--- src/rtl/pulpino_rst_fetch_ctrl.sv ---
// Board-level reset/boot sequencer for the pulpino SoC: conditions the button and fetch switch, then paces SoC reset release and fetch enable.
// Define PULPINO_RSTCTRL_AUTOFETCH_EN to ignore fetch_sw_i and go straight from DELAY to RUN.

module pulpino_rst_fetch_ctrl_debounce #(
    parameter int SYNC_STAGES     = 2,
    parameter int DEBOUNCE_CYCLES = 65536
) (
    input  logic clk,
    input  logic rst_n,
    input  logic i_async,
    output logic o_filt
);
    localparam int DW = $clog2(DEBOUNCE_CYCLES + 1);

    logic [SYNC_STAGES-1:0] r_sync;
    logic [DW-1:0]          r_cnt;
    logic                   r_filt;
    logic                   w_sync;

    assign w_sync = r_sync[SYNC_STAGES-1];
    assign o_filt = r_filt;

    // Metastability chain for the asynchronous input
    always_ff @(posedge clk or negedge rst_n) begin
        if (!rst_n) begin
            r_sync <= '0;
        end else begin
            r_sync <= {r_sync[SYNC_STAGES-2:0], i_async};
        end
    end

    // The filtered value only follows a sync value that has disagreed with it for DEBOUNCE_CYCLES edges
    always_ff @(posedge clk or negedge rst_n) begin
        if (!rst_n) begin
            r_cnt  <= '0;
            r_filt <= 1'b0;
        end else if (w_sync != r_filt) begin
            if (r_cnt == DW'(DEBOUNCE_CYCLES - 1)) begin
                r_filt <= w_sync;
                r_cnt  <= '0;
            end else begin
                r_cnt  <= r_cnt + 1'b1;
            end
        end else begin
            r_cnt <= '0;
        end
    end
endmodule

module pulpino_rst_fetch_ctrl #(
    parameter int SYNC_STAGES        = 2,
    parameter int DEBOUNCE_CYCLES    = 65536,
    parameter int RST_HOLD_CYCLES    = 1024,
    parameter int FETCH_DELAY_CYCLES = 256
) (
    input  logic       clk,
    input  logic       rst_n,
    input  logic       btn_rst_i,
    input  logic       fetch_sw_i,
    output logic       soc_rst_n_o,
    output logic       fetch_enable_o,
    output logic [1:0] state_o,
    output logic       busy_o
);
    localparam int CNT_MAX = (RST_HOLD_CYCLES > FETCH_DELAY_CYCLES) ? RST_HOLD_CYCLES : FETCH_DELAY_CYCLES;
    localparam int CW      = $clog2(CNT_MAX + 1);

    typedef enum logic [1:0] {
        ST_HOLD  = 2'd0,
        ST_DELAY = 2'd1,
        ST_IDLE  = 2'd2,
        ST_RUN   = 2'd3
    } state_t;

    state_t        r_state;
    state_t        w_state_nxt;
    logic [CW-1:0] r_cnt;
    logic [CW-1:0] w_cnt_nxt;
    logic          w_btn_filt;
    logic          r_btn_filt_d;
    logic          w_btn_edge;
    logic          w_soc_rst_n;
    logic          w_fetch;
    logic          w_busy;

    pulpino_rst_fetch_ctrl_debounce #(
        .SYNC_STAGES     (SYNC_STAGES),
        .DEBOUNCE_CYCLES (DEBOUNCE_CYCLES)
    ) u_btn_deb (
        .clk     (clk),
        .rst_n   (rst_n),
        .i_async (btn_rst_i),
        .o_filt  (w_btn_filt)
    );

`ifdef PULPINO_RSTCTRL_AUTOFETCH_EN
    logic w_unused_sw;
    assign w_unused_sw = fetch_sw_i;
`else
    logic w_sw_filt;
    pulpino_rst_fetch_ctrl_debounce #(
        .SYNC_STAGES     (SYNC_STAGES),
        .DEBOUNCE_CYCLES (DEBOUNCE_CYCLES)
    ) u_sw_deb (
        .clk     (clk),
        .rst_n   (rst_n),
        .i_async (fetch_sw_i),
        .o_filt  (w_sw_filt)
    );
`endif

    // A held button must not re-trigger, so only the filtered rising edge counts
    assign w_btn_edge = w_btn_filt & ~r_btn_filt_d;

    // State, shared phase counter and button edge history
    always_ff @(posedge clk or negedge rst_n) begin
        if (!rst_n) begin
            r_state      <= ST_HOLD;
            r_cnt        <= '0;
            r_btn_filt_d <= 1'b0;
        end else begin
            r_state      <= w_state_nxt;
            r_cnt        <= w_cnt_nxt;
            r_btn_filt_d <= w_btn_filt;
        end
    end

    // Next-state logic; a button edge overrides every other transition
    always_comb begin
        w_state_nxt = r_state;
        w_cnt_nxt   = r_cnt;
        if (w_btn_edge) begin
            w_state_nxt = ST_HOLD;
            w_cnt_nxt   = '0;
        end else begin
            case (r_state)
                ST_HOLD: begin
                    if (r_cnt == CW'(RST_HOLD_CYCLES - 1)) begin
                        w_state_nxt = ST_DELAY;
                        w_cnt_nxt   = '0;
                    end else begin
                        w_cnt_nxt   = r_cnt + 1'b1;
                    end
                end
                ST_DELAY: begin
                    if (r_cnt == CW'(FETCH_DELAY_CYCLES - 1)) begin
`ifdef PULPINO_RSTCTRL_AUTOFETCH_EN
                        w_state_nxt = ST_RUN;
`else
                        w_state_nxt = ST_IDLE;
`endif
                        w_cnt_nxt   = '0;
                    end else begin
                        w_cnt_nxt   = r_cnt + 1'b1;
                    end
                end
                ST_IDLE: begin
`ifdef PULPINO_RSTCTRL_AUTOFETCH_EN
                    w_state_nxt = ST_RUN;
`else
                    if (w_sw_filt) begin
                        w_state_nxt = ST_RUN;
                    end else begin
                        w_state_nxt = ST_IDLE;
                    end
`endif
                end
                ST_RUN: begin
`ifdef PULPINO_RSTCTRL_AUTOFETCH_EN
                    w_state_nxt = ST_RUN;
`else
                    if (!w_sw_filt) begin
                        w_state_nxt = ST_IDLE;
                    end else begin
                        w_state_nxt = ST_RUN;
                    end
`endif
                end
                default: begin
                    w_state_nxt = ST_HOLD;
                    w_cnt_nxt   = '0;
                end
            endcase
        end
    end

    // Outputs decoded from the registered state only
    always_comb begin
        w_soc_rst_n = 1'b1;
        w_fetch     = 1'b0;
        w_busy      = 1'b0;
        case (r_state)
            ST_HOLD: begin
                w_soc_rst_n = 1'b0;
                w_busy      = 1'b1;
            end
            ST_DELAY: begin
                w_busy      = 1'b1;
            end
            ST_IDLE: begin
                w_fetch     = 1'b0;
            end
            ST_RUN: begin
                w_fetch     = 1'b1;
            end
            default: begin
                w_soc_rst_n = 1'b0;
                w_busy      = 1'b1;
            end
        endcase
    end

    assign soc_rst_n_o    = w_soc_rst_n;
    assign fetch_enable_o = w_fetch;
    assign busy_o         = w_busy;
    assign state_o        = r_state;
endmodule

--- config.mk ---
export PLATFORM = sky130hd
export DESIGN_NAME = pulpino_rst_fetch_ctrl
export DESIGN_NICKNAME = d
export VERILOG_FILES = /design/src/rtl/pulpino_rst_fetch_ctrl.sv
export SDC_FILE = /design/constraint.sdc
export NUM_CORES = 1
export LEC_CHECK = 0
export ABC_AREA = 1
export BUFFER_PORTS_ARGS = -buffer_cell sky130_fd_sc_hd__buf_2
export CAP_MARGIN = 25
export CORE_ASPECT_RATIO = 1.25
export CORE_MARGIN = 2
export CORE_UTILIZATION = 35
export DETAILED_ROUTE_END_ITERATION = 10
export MAX_ROUTING_LAYER = met4
export SLEW_MARGIN = 20
export SYNTH_ARGS = -nofsm -noshare
export SYNTH_HDL_FRONTEND = slang
export SYNTH_SLANG_ARGS = --single-unit
--- constraint.sdc ---
create_clock -name clk -period 1.9 [get_ports clk]
set_input_delay 0.285 -clock clk [delete_from_list [all_inputs] [get_ports clk]]
set_output_delay 0.285 -clock clk [all_outputs]
set_load 0.05 [all_outputs]
# --- Yosys cells after proc, flatten, opt, wreduce, memory -nomap -nowiden ---
# Cells that the tools add are included.
op_classes:
  bitwise_logic: 2
  mux: 16
  reduce_logical: 7
  n_eq_ne: 11
  n_addsub: 3
ops:
  columns: ["op", "n"]
  rows:
  - ["two-way mux 17 bit", 4]
  - ["adder 17 x 1 -> 17 bit (second input constant)", 2]
  - ["== test 17 x 16 -> 1 bit (second input constant)", 2]
  - ["two-way mux 11 bit", 3]
  - ["one-hot mux 11 bit (2 select lines)", 1]
  - ["adder 11 x 1 -> 11 bit (second input constant)", 1]
  - ["== test 11 x 10 -> 1 bit (second input constant)", 1]
  - ["== test 11 x 8 -> 1 bit (second input constant)", 1]
  - ["two-way mux 2 bit", 3]
  - ["!= test 3 bit (second input constant)", 2]
  - ["one-hot mux 2 bit (3 select lines)", 1]
  - ["AND reduction 2 bit", 3]
  - ["== test 2 bit (second input constant)", 2]
  - ["two-way mux 1 bit", 4]
  - ["OR reduction 2 bit", 2]
  - ["nonzero test 3 bit", 1]
  - ["== test 2 x 1 -> 1 bit (second input constant)", 1]
  - ["zero test 2 bit", 1]
  - ["!= test 1 bit", 2]
  - ["AND 1 bit", 1]
  - ["inverter 1 bit", 1]
word_totals:
  ff_bits: 54
  inputBits: 4

# --- Depth between registers and ports, before layout ---
# Gate-level depths: netlist of run 1.
logic_depth:
  word_depth: 4
  depth_mapped: 10
  ltp_nobuf: 9

# --- Modules after synthesis ---
# A second synthesis of run 1 with hierarchy kept.
unflattened:
  cells_unflattened: 376
  area_unflattened_um2: 2960.3
by_module_without_submodules:
  columns: ["module", "cells_per_inst", "instances", "seq_area_each_um2", "area_per_inst_um2"]
  rows:
  - ["pulpino_rst_fetch_ctrl_debounce", 130, 2, 500.5, 1039.7]
  - ["pulpino_rst_fetch_ctrl", 116, 1, 350.3, 880.8]

# --- Worst setup path after synthesis of run 1 ---
# Ideal clock, no wire load.
synth_timing:
  path_kind: "register to register"
  from: "reg r_state[1], in the netlist state_o[1]"
  to: "reg r_cnt[7]"
  setup_ns: 0.128
  path_slack_ns: 0.255
  path_stages_with_launch: 8
  arrival_ns: 1.517
  n_path_buf: 0
  cell_sequence: "dfrtp_1 > inv_2 > nand2_1 > inv_1 > nand3_1 > nand2_1 > inv_2 > o22ai_1"
synth_via:
  elab_chain_len: 3
  elab_cells_between_ends: 5
  classes_between: "eq/ne: 1; mux: 2; reduce/logical: 2"
synth_rtl:
  columns: ["element", "line_no", "rtl"]
  rows:
  - ["start, declared", "75", "state_t r_state;"]
  - ["start signal, assigned", "122", "r_state <= w_state_nxt;"]
  - ["== test 2 x 1 -> 1 bit / zero test 2 bit (equally long branches)", "136", "case (r_state)"]
  - ["one-hot mux 11 bit (2 select lines)", "136", null]
  - ["two-way mux 11 bit", "132", "if (w_btn_edge) begin"]
  - ["end signal, assigned", "123", "r_cnt <= w_cnt_nxt;"]
  - ["end, declared", "77", "logic [CW-1:0] r_cnt;"]
# Several ways; a longest one is shown, not always the timed one.
# A chain may end at the register's enable or synchronous reset.

# --- Worst setup path after layout of run 1 ---
layout_timing:
  from: "reg r_cnt[0]"
  to: "reg r_cnt[7]"
layout_via:
  elab_chain_len: 4
  elab_cells_between_ends: 7
  classes_between: "add/sub: 1; eq/ne: 2; mux: 4"
layout_rtl:
  columns: ["element", "line_no"]
  rows:
  - ["adder 11 x 1 -> 11 bit (tied with other cells)", "142, 154"]
  - ["two-way mux 11 bit (on tied branches)", "146, 138"]
  - ["one-hot mux 11 bit (2 select lines) (*)", "136"]
  - ["two-way mux 11 bit (*)", "132"]
# Mark *: on every way between the ends. The rest lies on a longest branch, timed or not.

==> reports/qor.csv, run 1 <==
stage,metric,value,unit
status,outcome,finished clean,
synthesis,synthArstFlopShare,100.0,%
global_route,grt_usage,13.62,%
synthesis,ys_ff_latch,54,
finish,antenna_cells,0,
timing,period_minus_slack,1.599,ns
route,dr.pass1.iters,4,
place,gp_congestion,0.9452,
worst_setup_path,critPathSlowestCell,dfrtp_1,
floorplanning,fp.dieH,105.1,um
worst_setup_path,cp_common_cell,nand3_1,
global_route,grt-ovfl-total,0,
cts,clock_latency,0.31,ns
finish,utilization,40.11,%
worst_setup_path,path_cells,"ha_1, nand2_2, nor2_4, nand3_1, nand3_1, nand2_1, inv_2, o22ai_1",
floorplanning,dieWidth,84.89,um
floorplanning,start_util,36.32,%
synthesis,synth_seq_area_share,47.20,%
finish,area_growth,10.45,%
worst_setup_path,cp.required,2.11,ns
synthesis,avgSynthCellArea,8.274,um^2
cts,cts.htree.levels,2,
timing,worst_clock_skew,0.01665,ns
synthesis,synth_area_leader_cell,dfrtp_1,
timing,finalSetupViolCount,0,
cts,cts_root_buffer,clkbuf_8,
worst_setup_path,end_kind,flip-flop,
place,hpwl,3908,um
synthesis,ys.flop_type,dfrtp_1,
cts,clk_pin_slew,0.11,ns
synthesis,synth_edf_count,0,
synthesis,syn_nets,353,
route,wirelength,5369,um
place,io_buffers,8,
route,routedLengthMet1,2475,um
synthesis,synth_top_area_share,47.20,%
timing,tightest_slew,0.3094,ns
timing,fin_tns_setup,0,ns
timing,min_period_over_period,84.16,%
timing,slew_headroom,79.22,%
finish,nNetsFinal,370,
floorplanning,fp-row-count,36,
floorplanning,num_io_pins,9,
floorplanning,core,0.007883,mm^2
route,wl_met2,2661,um
route,wl_met3,107,um
synthesis,synthCells,346,
floorplanning,die_area,0.008923,mm^2
synthesis,synthTopCellsByCount,"nand2_1 (81), dfrtp_1 (54), nor2_1 (53), nand3_1 (27), inv_1 (17)",
cts,clock-sinks,54,
power_and_ir_drop,p_leak,1.372,nW
global_route,first_global_vias,2206,
finish,drive_gt1_share,16.21,%
cts,numCtsBuffers,5,
route,drc_errors,0,
worst_setup_path,path_buf_inv,1,
synthesis,ys_types,32,
worst_setup_path,worstPathArrival,1.80,ns
route,avgRoutedWirePerCell,11.70,um
power_and_ir_drop,cellPowerDensity,619.3,mW/mm^2
route,top_layer,met4,
worst_setup_path,slowest_delay,0.49,ns
worst_setup_path,crit_family,simple AND/OR/NAND/NOR gates,
route,vias_per_cell,4.852,
timing,fmax,625.4,MHz
timing,finalHoldViolations,0,
hold_path,hold_class,primary input to flip-flop,
synthesis,ys_warn_count,0,
worst_setup_path,crit_fanout,8,
global_route,antenna_found_initial,0,
synthesis,synth.area.top_cells,"dfrtp_1 (47%), nand2_1 (11%), nor2_1 (6.9%)",
run,cap_violations,0,
place,placed_cells,450,
global_route,grt_max_degree,55,
synthesis,yosysMostFrequentCell,nand2_1,
worst_setup_path,cp-start-kind,flip-flop,
timing,grt_setup_unrepaired,no,
route,drtIter0Drc,74,
finish,layout.cells.non_filler,459,
timing,drv_slew,0,
power_and_ir_drop,irDropWorstVdd,0.0002944,V
cts,cts_setup_buffers,0,
cts,cts_tree,yes,
synthesis,syn_area,0.002863,mm^2
route,dr_total_vias,2227,
worst_setup_path,worstSetupPathType,flip-flop to flip-flop,
global_route,grt_pass1_wl,9666,um
route,postRouteAntennaNets,0,
timing,hold_slack,0.07624,ns
cts,ctsLongestPathBuffers,2,
==> where the power goes <==
group	switching (mW)	leakage, nW	internal [mW]
clock network	0.378	0.0544	0.335
registers	0.0107	0.726	1.16
logic	0.0489	0.591	0.0233
==> repair_timing <==
| item | in CTS | in global routing |
|---|---|---|
| hold buffers | 1 | 0 |
| endpoints found under the hold margin | 54 | 0 |
| endpoints found under the setup margin | 0 | 0 |
| resized for setup | 0 | 0 |
==> sequential cells by signal, summed over array words and instances, names as in the netlist <==
register / count
u_btn_deb.r_cnt: 17
u_btn_deb.o_filt: 1
u_sw_deb.r_cnt: 17
state_o: 2
u_btn_deb.r_sync: 2
r_cnt: 11
u_sw_deb.o_filt: 1
u_sw_deb.r_sync: 2
r_btn_filt_d: 1
==> cells by family (layout without fill, tap and decap cells) <==
logic type / Yosys count / count (layout) / share of synthesized area (%)
xor gates and xnor gates: 22 / 22 / 7.255
and+or+nand+nor: 212 / 212 / 35.40
adders and majority gates: 3 / 3 / 1.311
buffers and inverters: 35 / 53 / 4.939
DFF: 54 / 54 / 47.20
AOI/OAI and AO/OA: 20 / 20 / 3.890
==> final timing paths <==
kind / from / end / slack, ns / depth (start not counted)
worst max-delay path: r_cnt[0] / r_cnt[7] / 0.30 / 8
worst min register to register: u_btn_deb.r_sync[0] / u_btn_deb.r_sync[1] / 0.36 / 0
worst max register to register: r_cnt[0] / r_cnt[7] / 0.30 / 8
worst min-delay path: fetch_sw_i / u_sw_deb.r_sync[0] / 0.08 / 1
max in group asynchronous: rst_n / r_cnt[2] / 1.17 / 3
min in group asynchronous: rst_n / u_btn_deb.r_cnt[5] / 0.48 / 3
==> layout make-up <==
class                           count  area [um^2]
Sequential cell                    54         1351
Tap cell                           95        118.9
Timing Repair Buffer               14        100.1
Clock inverter                      1        8.758
Clock buffer                        7        96.34
Multi-Input combinational cell    257         1370
Fill cell                         769         4721
Inverter                           31        116.4
==> layout by cell type, fill, tap and decap left out, drive strengths merged <==
cell         count
a21oi            1
buf             13
clkbuf           7
clkinv           3
dfrtp           54
dlygate4sd3      1
ha               3
inv             29
nand2           88
nand3           29
nand4           10
nor2            62
nor3            16
nor3b            6
o211ai           1
o21ai           14
o21bai           3
o22ai            1
or2              1
xnor2            6
xor2            16
==> through the flow <==
stage / setup WS (ns) / instance area, um^2 / power, mW
2_1_floorplan: 0.2552 / 2863 / 1.226
3_3_place_gp: 0.3961 / 3047 / 1.268
3_5_place_dp: 0.3122 / 3047 / 1.269
4_1_cts: 0.3010 / 3162 / 1.996
5_1_grt: 0.1460 / 3162 / 2.045
6_report: 0.3009 / 3162 / 1.958
==> metal layers <==
layer,up-vias,track usage [%]
li1,1147,-
met1,1048,16.13
met2,21,22.83
met3,11,2.370
met4,0,5.556
met5,-,-
Power figures use the tool's default switching activity.
==> run 2: changes to the inputs <==
- ABC_AREA: 1 -> 0
- clock period: 1.9 -> 1.5 ns (I/O delays scaled with it)
==> reports/qor.csv, run 2 <==
stage,metric,value,unit,change
synthesis,synthTopCellsByCount,"dfrtp_1 (54), nor2_1 (43), xnor2_1 (22), nand3_1 (17), nand2_1 (16)",,"was nand2_1 (81), dfrtp_1 (54), nor2_1 (53), nand3_1 (27), inv_1 (17)"
timing,grt_setup_unrepaired,yes,,was no
place,gp_congestion,0.7916,,was 0.9452
cts,clock_latency,0.32,ns,was 0.31 ns
global_route,grt-ovfl-total,0,,unchanged
timing,tightest_slew,0.4117,ns,was 0.3094 ns
global_route,grt_pass1_wl,9411,um,was 9666 um
worst_setup_path,path_cells,"ha_4, nand2_2, or4_4, o31ai_4, buf_12, nor2_1",,"was ha_1, nand2_2, nor2_4, nand3_1, nand3_1, nand2_1, inv_2, o22ai_1"
synthesis,synth.area.top_cells,"dfrtp_1 (51%), xnor2_1 (7.3%), nor2_1 (6.1%)",,"was dfrtp_1 (47%), nand2_1 (11%), nor2_1 (6.9%)"
cts,clk_pin_slew,0.10,ns,was 0.11 ns
cts,numCtsBuffers,5,,unchanged
finish,nNetsFinal,339,,was 370
synthesis,synth_top_area_share,50.94,%,was 47.20%
power_and_ir_drop,p_int,1.920,mW,was 1.521 mW
global_route,use_met3,2.674,%,was 2.370%
finish,antenna_cells,0,,unchanged
synthesis,syn_nets,266,,was 353
timing,hold_slack,0.01386,ns,was 0.07624 ns
worst_setup_path,worstPathArrival,1.92,ns,was 1.80 ns
timing,slew_headroom,72.30,%,was 79.22%
power_and_ir_drop,share_comb_of_total_power,5.8,%,was 3.7%
timing,finalSetupViolCount,40,,was 0
worst_setup_path,rr_endpoint,u_btn_deb.r_cnt[3],,was r_cnt[7]
place,place_area,0.003274,mm^2,was 0.003047 mm^2
global_route,antenna_found_initial,0,,unchanged
synthesis,ys_warn_count,0,,unchanged
power_and_ir_drop,irDropWorstVdd,0.0005011,V,was 0.0002944 V
finish,area_growth,36.79,%,was 10.45%
floorplanning,num_io_pins,9,,unchanged
timing,finalHoldViolations,0,,unchanged
synthesis,ys_types,48,,was 32
synthesis,yosysMostFrequentCell,dfrtp_1,,was nand2_1
run,cap_violations,0,,unchanged
route,vias_per_cell,4.955,,was 4.852
place,hpwl,3683,um,was 3908 um
global_route,grt_usage,14.98,%,was 13.62%
finish,layout.cells.non_filler,425,,was 459
global_route,grt_use_met1,16.79,%,was 16.13%
synthesis,ys.flop_type,dfrtp_1,,unchanged
worst_setup_path,reg2reg_setup_slack,-0.22,ns,was 0.30 ns
finish,fillers,687,,was 769
worst_setup_path,slowest_delay,0.54,ns,was 0.49 ns
finish,finalInstanceArea,0.003628,mm^2,was 0.003162 mm^2
power_and_ir_drop,finalPower,2.513,mW,was 1.958 mW
timing,min_period_over_period,114.8,%,was 84.16%
cts,ctsLongestPathBuffers,2,,unchanged
finish,ff_latch_area,0.001354,mm^2,was 0.001351 mm^2
synthesis,synth_seq_area_share,50.94,%,was 47.20%
cts,cts.htree.levels,2,,unchanged
floorplanning,fp-row-count,35,,was 36
finish,final_common_cell,buf_4,,was nand2_1
hold_path,min_from,btn_rst_i,,was fetch_sw_i
place,io_buffers,8,,unchanged
finish,multiInputGateArea,0.001398,mm^2,was 0.001370 mm^2
worst_setup_path,r2r_cells,6,,was 8
finish,drive_gt1_share,37.54,%,was 16.21%
floorplanning,start_util,36.05,%,was 36.32%
status,violations,negative setup slack,,
route,dr.pass1.iters,4,,unchanged
worst_setup_path,worstSetupPathType,flip-flop to flip-flop,,unchanged
cts,clock-sinks,54,,unchanged
route,avgRoutedWirePerCell,12.87,um,was 11.70 um
global_route,first_global_vias,2144,,was 2206
place,placed_cells,404,,was 450
floorplanning,fp.dieH,101.3,um,was 105.1 um
timing,setup_ws,-0.2226,ns,was 0.3009 ns
floorplanning,core,0.007357,mm^2,was 0.007883 mm^2
worst_setup_path,crit_fanout,15,,was 8
timing,period_minus_slack,1.723,ns,was 1.599 ns
global_route,busiest_layer,met2,,unchanged
worst_setup_path,critPathSlowestCell,or4_4,,was dfrtp_1
finish,layout.cells.most_common_list,"buf_4 (54), dfrtp_1 (52), nor2_1 (27), xnor2_1 (22), nand3_1 (17)",,"was nand2_1 (81), dfrtp_1 (54), nor2_1 (53), nand3_1 (27), inv_1 (17)"
power_and_ir_drop,p_clk_share,35.1,%,was 36.4%
worst_setup_path,cp.required,1.70,ns,was 2.11 ns
timing,drv_slew,0,,unchanged
route,drtIter0Drc,76,,was 74
synthesis,ys_ff_latch,54,,unchanged
timing,worst_clock_skew,0.01747,ns,was 0.01665 ns
cts,cts_tree,yes,,unchanged
power_and_ir_drop,switching_share,23.60,%,was 22.34%
synthesis,synthCells,259,,was 346
hold_path,hold_class,primary input to flip-flop,,unchanged
power_and_ir_drop,p_leak,1.565,nW,was 1.372 nW
synthesis,synth_area_leader_cell,dfrtp_1,,unchanged
route,drc_errors,0,,unchanged
finish,top_regs,"u_btn_deb.r_cnt (17), u_sw_deb.r_cnt (17), r_cnt (11)",,unchanged
status,outcome,"finished, violations left",,was finished clean
synthesis,synth_edf_count,0,,unchanged
route,wirelength,5471,um,was 5369 um
synthesis,avgSynthCellArea,10.24,um^2,was 8.274 um^2
timing,fmax,580.5,MHz,was 625.4 MHz
hold_path,hold_depth,1,,unchanged
global_route,grt_max_degree,55,,unchanged
worst_setup_path,end_kind,flip-flop,,unchanged
route,dr_total_vias,2106,,was 2227
synthesis,synthArstFlopShare,100.0,%,unchanged
route,postRouteAntennaNets,0,,unchanged
worst_setup_path,cp-start-kind,flip-flop,,unchanged
floorplanning,dieWidth,81.87,um,was 84.89 um
synthesis,syn_area,0.002653,mm^2,was 0.002863 mm^2
power_and_ir_drop,cellPowerDensity,692.5,mW/mm^2,was 619.3 mW/mm^2
cts,cts_root_buffer,clkbuf_8,,unchanged
power_and_ir_drop,p_switching,593.1,uW,was 437.4 uW
global_route,met2_usage,26.70,%,was 22.83%
worst_setup_path,r2r_start,u_btn_deb.r_cnt[1],,was r_cnt[0]
hold_path,hold_end,u_btn_deb.r_sync[0],,was u_sw_deb.r_sync[0]
floorplanning,die_area,0.008295,mm^2,was 0.008923 mm^2
power_and_ir_drop,seq_power_share,59.1,%,was 59.9%
## run 2: changes by cell type in the layout (fill, tap and decap cells not counted), moves of 9 or more
cell,before,now
nor2_1,53,27
inv_2,12,0
xnor2_1,4,22
nor2_2,4,13
o21ai_1,10,0
nand3_1,27,17
buf_4,4,54
nand2_1,81,14
## run 2: worst max-delay path by stage
stage,start,to,cells past startpoint
finish,u_btn_deb.r_cnt[1],u_btn_deb.r_cnt[3],6
global route,u_btn_deb.r_cnt[1],u_btn_deb.r_cnt[5],6
CTS,u_btn_deb.r_cnt[1],u_btn_deb.r_cnt[3],6
detailed placement,u_sw_deb.r_cnt[0],u_sw_deb.r_cnt[2],6
global placement,u_btn_deb.r_cnt[1],u_btn_deb.o_filt,5
floorplan,u_btn_deb.r_cnt[0],u_btn_deb.r_cnt[10],7
## run 2: cells by family (layout without fill, tap and decap cells)
| logic type | count (synthesis) | in the layout | share of synthesized area (%) |
|---|---|---|---|
| buf+inv | 16 | 90 | 2.971 |
| xor+xnor | 31 | 31 | 10.24 |
| fa+ha+maj | 3 | 3 | 1.415 |
| flops | 54 | 54 | 50.94 |
| compound gates | 25 | 25 | 8.114 |
| simple gates | 124 | 124 | 23.92 |
| mux | 6 | 6 | 2.406 |
## run 2: per-stage QoR
| stage | TNS (ns) | worst slack, ns | util (%) |
|---|---|---|---|
| after CTS | -7.627 | -0.2308 | 48.69 |
| final | -6.590 | -0.2226 | 49.32 |
| after global placement | -6.318 | -0.1838 | 44.51 |
| after global routing | -9.806 | -0.2856 | 49.32 |
| after detailed placement | -7.652 | -0.2169 | 44.51 |
| after floorplan | -10.25 | -0.3340 | - |
## run 2: power by group through the flow
stage / logic (mW) / clock network, mW / registers [mW]
floorplan: 0.0463 / 0 / 1.52
global placement: 0.125 / 0 / 1.51
detailed placement: 0.127 / 0 / 1.52
CTS: 0.150 / 0.918 / 1.49
global route: 0.165 / 0.956 / 1.49
finish: 0.146 / 0.881 / 1.49
## run 2: critical path, delay by kind of cell (launching register included)
family | cells | cell delay [ns]
AO/OA/AOI/OAI | 1 | 0.24
adder cells (fa/ha/maj) | 1 | 0.15
buffers and inverters | 1 | 0.18
flip-flops | 1 | 0.40
AND/OR/NAND/NOR | 3 | 0.64
## run 2: final cells by class
cell class	instances	area share (%)
Clock buffer	6	2.276
Clock inverter	2	0.4828
Inverter	10	1.172
Multi-Input combinational cell	189	38.52
Sequential cell	54	37.31
Tap cell	92	3.172
Timing Repair Buffer	72	17.07
## run 2: timing repair
action,in CTS,in global routing
pin swaps,9,7
gates cloned,1,0
endpoints found under the hold margin,54,0
setup buffers,8,5
endpoints found under the setup margin,47,49
hold buffers,1,0
gates resized for setup,26,14
## run 2: layer usage
layer  part of all wire [%]  up-vias
met2                     51       21
met3                    2.2        5
met4                    1.3        0
li1                       -     1061
met1                     45     1019
met5                      0        -
